**src/rtl/mod_counter_if.sv**
```systemverilog
// mod_counter_if: control and status bundle for one modulo counter stage.
//   en        count enable (master -> counter)
//   up_dn     direction, 1 = up, 0 = down (master -> counter)
//   clr       synchronous clear to 0 (master -> counter)
//   load      synchronous load of load_val (master -> counter)
//   load_val  value captured on load (master -> counter)
//   num_out   registered current count (counter -> master)
//   ci        registered one-cycle wrap pulse (counter -> master)
//   tc        combinational terminal-count flag for cascading (counter -> master)
interface mod_counter_if #(
  parameter int WIDTH = 4
);
  logic             en;
  logic             up_dn;
  logic             clr;
  logic             load;
  logic [WIDTH-1:0] load_val;
  logic [WIDTH-1:0] num_out;
  logic             ci;
  logic             tc;

  modport master (
    output en, up_dn, clr, load, load_val,
    input  num_out, ci, tc
  );

  modport slave (
    input  en, up_dn, clr, load, load_val,
    output num_out, ci, tc
  );
endinterface

```
**src/rtl/mod_counter.sv**
```systemverilog
// mod_counter: up/down modulo-MODULUS counter with synchronous clear and
// saturating load, a registered wrap pulse and a combinational terminal-count
// flag so several stages can be cascaded without ripple latency.
//   clk        rising-edge clock
//   sys_rst_n  asynchronous active-low reset (count and wrap pulse to 0)
//   bus        mod_counter_if slave modport:
//                en/up_dn/clr/load/load_val in, num_out/ci/tc out
// Per-edge priority is clr > load > en. Legal MODULUS is 2..2**WIDTH.
module mod_counter #(
  parameter int WIDTH   = 4,
  parameter int MODULUS = 10
) (
  input  logic          clk,
  input  logic          sys_rst_n,
  mod_counter_if.slave  bus
);

  // Parameter sanity is enforced at elaboration so an illegal modulus can
  // never produce an out-of-range count.
  if (MODULUS < 2 || MODULUS > (1 << WIDTH)) begin : g_bad_modulus
    $error("mod_counter: MODULUS must lie in 2..2**WIDTH");
  end

  localparam logic [WIDTH-1:0] MaxVal = WIDTH'(MODULUS - 1);

  logic [WIDTH-1:0] count_q, count_d;
  logic             ci_q, ci_d;

  // Next-state selection. The wrap pulse defaults low so it only survives
  // one cycle; a wrap is always judged against up_dn at this very edge.
  // Loads above the top value saturate, so no reachable count exceeds MaxVal.
  always_comb begin
    count_d = count_q;
    ci_d    = 1'b0;
    if (bus.clr) begin
      count_d = '0;
    end else if (bus.load) begin
      count_d = (bus.load_val > MaxVal) ? MaxVal : bus.load_val;
    end else if (bus.en) begin
      if (bus.up_dn) begin
        if (count_q == MaxVal) begin
          count_d = '0;
          ci_d    = 1'b1;
        end else begin
          count_d = count_q + WIDTH'(1);
        end
      end else begin
        if (count_q == '0) begin
          count_d = MaxVal;
          ci_d    = 1'b1;
        end else begin
          count_d = count_q - WIDTH'(1);
        end
      end
    end
  end

  // State registers; reset acts immediately, independent of the clock.
  always_ff @(posedge clk or negedge sys_rst_n) begin
    if (!sys_rst_n) begin
      count_q <= '0;
      ci_q    <= 1'b0;
    end else begin
      count_q <= count_d;
      ci_q    <= ci_d;
    end
  end

  assign bus.num_out = count_q;
  assign bus.ci      = ci_q;

  // Terminal count looks only at direction and the current count, so a
  // higher stage enabled by (en & tc) steps on the same edge as this one.
  assign bus.tc = bus.up_dn ? (count_q == MaxVal) : (count_q == '0);

endmodule

```
**src/flat_wrapper.sv**
```systemverilog
// flat-port wrapper written by rule: the top's interface ports become plain ports
module mod_counter_flat 
#(
  parameter int WIDTH   = 4,
  parameter int MODULUS = 10
)
  (clk, sys_rst_n, bus_en, bus_up_dn, bus_clr, bus_load, bus_load_val, bus_num_out, bus_ci, bus_tc);
  mod_counter_if #(.WIDTH(WIDTH)) bus_i ();
  input  logic clk;
  input  logic sys_rst_n;
  input wire logic [$bits(bus_i.en)-1:0] bus_en;
  input wire logic [$bits(bus_i.up_dn)-1:0] bus_up_dn;
  input wire logic [$bits(bus_i.clr)-1:0] bus_clr;
  input wire logic [$bits(bus_i.load)-1:0] bus_load;
  input wire logic [$bits(bus_i.load_val)-1:0] bus_load_val;
  output wire logic [$bits(bus_i.num_out)-1:0] bus_num_out;
  output wire logic [$bits(bus_i.ci)-1:0] bus_ci;
  output wire logic [$bits(bus_i.tc)-1:0] bus_tc;
  assign bus_i.en = bus_en;
  assign bus_i.up_dn = bus_up_dn;
  assign bus_i.clr = bus_clr;
  assign bus_i.load = bus_load;
  assign bus_i.load_val = bus_load_val;
  assign bus_num_out = bus_i.num_out;
  assign bus_ci = bus_i.ci;
  assign bus_tc = bus_i.tc;
  mod_counter #(.WIDTH(WIDTH), .MODULUS(MODULUS)) u_core (.clk(clk), .sys_rst_n(sys_rst_n), .bus(bus_i));
endmodule
```
**config.mk**
```make
export PLATFORM = sky130hd
export DESIGN_NAME = mod_counter_flat
export DESIGN_NICKNAME = d
export VERILOG_FILES = /design/src/rtl/mod_counter_if.sv /design/src/rtl/mod_counter.sv /design/src/flat_wrapper.sv
export SDC_FILE = /design/constraint.sdc
export NUM_CORES = 1
export LEC_CHECK = 0
export ABC_CLOCK_PERIOD_IN_PS = 1900
export CORE_AREA = 2 2 39 41
export DETAILED_ROUTE_END_ITERATION = 10
export DIE_AREA = 0 0 41 43
export DONT_BUFFER_PORTS = 1
export SKIP_LAST_GASP = 1
export SLEW_MARGIN = 10
export SYNTH_ARGS = -nofsm -noshare
export SYNTH_HDL_FRONTEND = slang
export SYNTH_SLANG_ARGS = --single-unit
export TNS_END_PERCENT = 100
```
**constraint.sdc**
```tcl
create_clock -name clk -period 1.9 [get_ports clk]
set_input_delay 0.285 -clock clk [delete_from_list [all_inputs] [get_ports clk]]
set_output_delay 0.285 -clock clk [all_outputs]
set_load 0.05 [all_outputs]
```
==> impl_metrics.json <==
{
  "fin_skew_ns": 0.00194,
  "syn_area_per_cell_um2": 7.98,
  "path_class": "register to primary output",
  "grt_pass1_wl_mm": 1.98,
  "place_congestion": 0.762,
  "cpPeakStageDelay_ns": 0.43,
  "min_path_cells": 1,
  "synth_nets": 78,
  "synth-async-reset-ratio": 1.00,
  "crit_slowest_cell": "dfrtp_2",
  "finalNetCount": 92,
  "ios": 16,
  "post-route-period-util": 0.966,
  "via_count": 525,
  "synth-seq-area-share": 0.245,
  "worst_slew_pin_slew_ns": 0.441,
  "r2r-end": "u_core.bus.num_out[2]$_DFFE_PN0P_",
  "placed_cells_incl_taps": 83,
  "vdd_drop_max_v": 0.000379,
  "setup_viol": 0,
  "worstRegToRegCells": 5,
  "cts-htree-levels": 1,
  "antenna_found_initial": 0,
  "rows": 14,
  "synth_top_area_share": 0.245,
  "worstSetupStartpointType": "register",
  "synth_cells": 64,
  "wirelength_mm": 1.29,
  "crit_top_cell": "inv_2",
  "die_area_mm2": 0.00176,
  "overflow": 0,
  "instances_no_fill": 93,
  "n_antenna_cell": 0,
  "cp_max_fo": 5,
  "arrival_ns": 1.55,
  "rsz0062_at_grt": "false",
  "cts-root-buf": "clkbuf_4",
  "drt-vias-per-instance": 5.65,
  "clkLatencyLatePin_ns": 0.23,
  "drc_errors": 0,
  "areaGrowthSynthToFinish_pct": 30.6,
  "regToRegStartpoint": "u_core.bus.num_out[0]$_DFFE_PN0P_",
  "grtUsageTotal": 0.163,
  "synth_top_area_cell": "dfrtp_1",
  "coreArea_mm2": 0.00138,
  "grt_max_degree": 16,
  "cts.sinks": 5,
  "die_w_um": 41,
  "cp-end-kind": "primary output",
  "crit_required_ns": 1.62,
  "yosysMostFrequentCell": "nor2_1",
  "grt_pass1_vias": 461,
  "slew_violations": 0,
  "ys_top_cells_by_area": "dfrtp_1 (25%), ha_1 (9.8%), nor2_1 (5.9%)",
  "setup-tns-final_ns": 0,
  "fin_crit_ns": 1.83,
  "max_clock_freq_mhz": 545,
  "numCtsBuffers": 3,
  "status": "finished clean",
  "synthFlopType": "dfrtp_1",
  "dp_hpwl_um": 995,
  "hold_start": "bus_clr",
  "max_cap_viol_count": 0,
  "synthTopCellsByCount": "nor2_1 (8), inv_1 (7), dfrtp_1 (5)",
  "hp-class": "input pin to register",
  "syn_area_um2": 510,
  "drive_gt1_frac": 0.325,
  "initial_utilization": 0.369,
  "hold_viol": 0,
  "firstDrtPassIters": 4,
  "yosysWarnings": 0,
  "synth_edf_count": 0,
  "synth_cell_types": 32,
  "clk_pin_slew_ns": 0.04,
  "power_w": 0.000412,
  "detail_route.wl_per_cell_um": 13.8,
  "powerDensity_mw_per_mm2": 618,
  "min_to": "u_core.bus.num_out[0]$_DFFE_PN0P_",
  "p_leak_nw": 0.272,
  "r2r_slack_ns": 0.18,
  "max_slew_margin": 0.706,
  "antenna_left": 0,
  "worstPathCellList": "inv_2, ha_4, inv_2, o31a_1, nor2_4, buf_12",
  "cts_tree": "yes",
  "fin_util": 0.482,
  "drt_iter0_markers": 4,
  "portBuffers": 0,
  "ys_ff_latch": 5,
  "die_h_um": 43,
  "clock_path_buffers": 2
}
[cell families after synthesis]
group                    share of synthesized area
AND/OR/NAND/NOR                              0.245
adder cells (fa/ha/maj)                     0.0980
buffers and inverters                        0.105
AO/OA/AOI/OAI                                0.262
multiplexers                                0.0441
flip-flops                                   0.245
[report_power, final]
group          internal [W]  leakage [nW]  switching [W]
Sequential         0.000114        0.0636      0.0000135
Clock             0.0000791        0.0150      0.0000387
Combinational     0.0000753         0.194      0.0000910
Total              0.000269         0.272       0.000143
[placed cells by master, fill, tap and decap left out, types with 2 or more instances in the layout]
cell type / count
a311oi_1: 3
buf_4: 11
clkbuf_4: 3
dfrtp_1: 3
dfrtp_2: 2
ha_1: 2
inv_1: 4
inv_2: 3
nand2_1: 4
nor2_1: 7
nor3_1: 3
nor3b_1: 2
o21ai_0: 4
o21ai_1: 2
[per-layer routing]
layer	wire [um]	up-vias	global-route usage
li1	-	262	-
met1	620	244	0.250
met2	607	17	0.228
met3	51	2	0.0157
met4	8	0	0.0600
met5	0	-	0
[state kept, by name, indices dropped and copies added, names as in the netlist]
signal,count
u_core.bus.ci,1
u_core.bus.num_out,4
[per-stage QoR]
step	instance area [um^2]	hold slack, ns	worst slack (ns)
finish	667	0.112	0.0652
global placement	578	-0.0105	0.216
detailed placement	578	-0.0105	0.171
floorplan	520	-0.0106	0.0532
global route	667	0.109	0.0120
CTS	632	0.111	0.0467
[how the worst max path moves through the flow]
stage                                      startpoint      to  slack, ns  cells past startpoint
floorplan           u_core.bus.num_out[0]$_DFFE_PN0P_  bus_tc       0.05                      5
global placement    u_core.bus.num_out[0]$_DFFE_PN0P_  bus_tc       0.22                      6
detailed placement  u_core.bus.num_out[0]$_DFFE_PN0P_  bus_tc       0.17                      6
CTS                 u_core.bus.num_out[0]$_DFFE_PN0P_  bus_tc       0.05                      6
global route        u_core.bus.num_out[0]$_DFFE_PN0P_  bus_tc       0.01                      6
finish              u_core.bus.num_out[0]$_DFFE_PN0P_  bus_tc       0.07                      6
[cell type report]
type / instances / area (um^2)
Multi-Input combinational cell: 48 / 354
Fill cell: 151 / 717
Clock buffer: 4 / 26.3
Sequential cell: 5 / 128
Tap cell: 16 / 20.0
Inverter: 7 / 26.3
Timing Repair Buffer: 13 / 113
[critical path: cells and delay by family (launching register included)]
| family | cells | cell delay (ns) |
|---|---|---|
| buffers and inverters | 3 | 0.27 |
| adder cells (fa/ha/maj) | 1 | 0.14 |
| AND/OR/NAND/NOR | 1 | 0.15 |
| AO/OA/AOI/OAI | 1 | 0.32 |
| flip-flops | 1 | 0.43 |
[repair_timing]
item                                   4_1_cts  5_1_grt
hold buffers                                 1        0
buffers inserted                             2        3
endpoints found under the hold margin        5        0
setup endpoints to repair                    1        1
gates resized for setup                      1        5
pin swaps                                    1        2
Power figures use the tool's default switching activity.
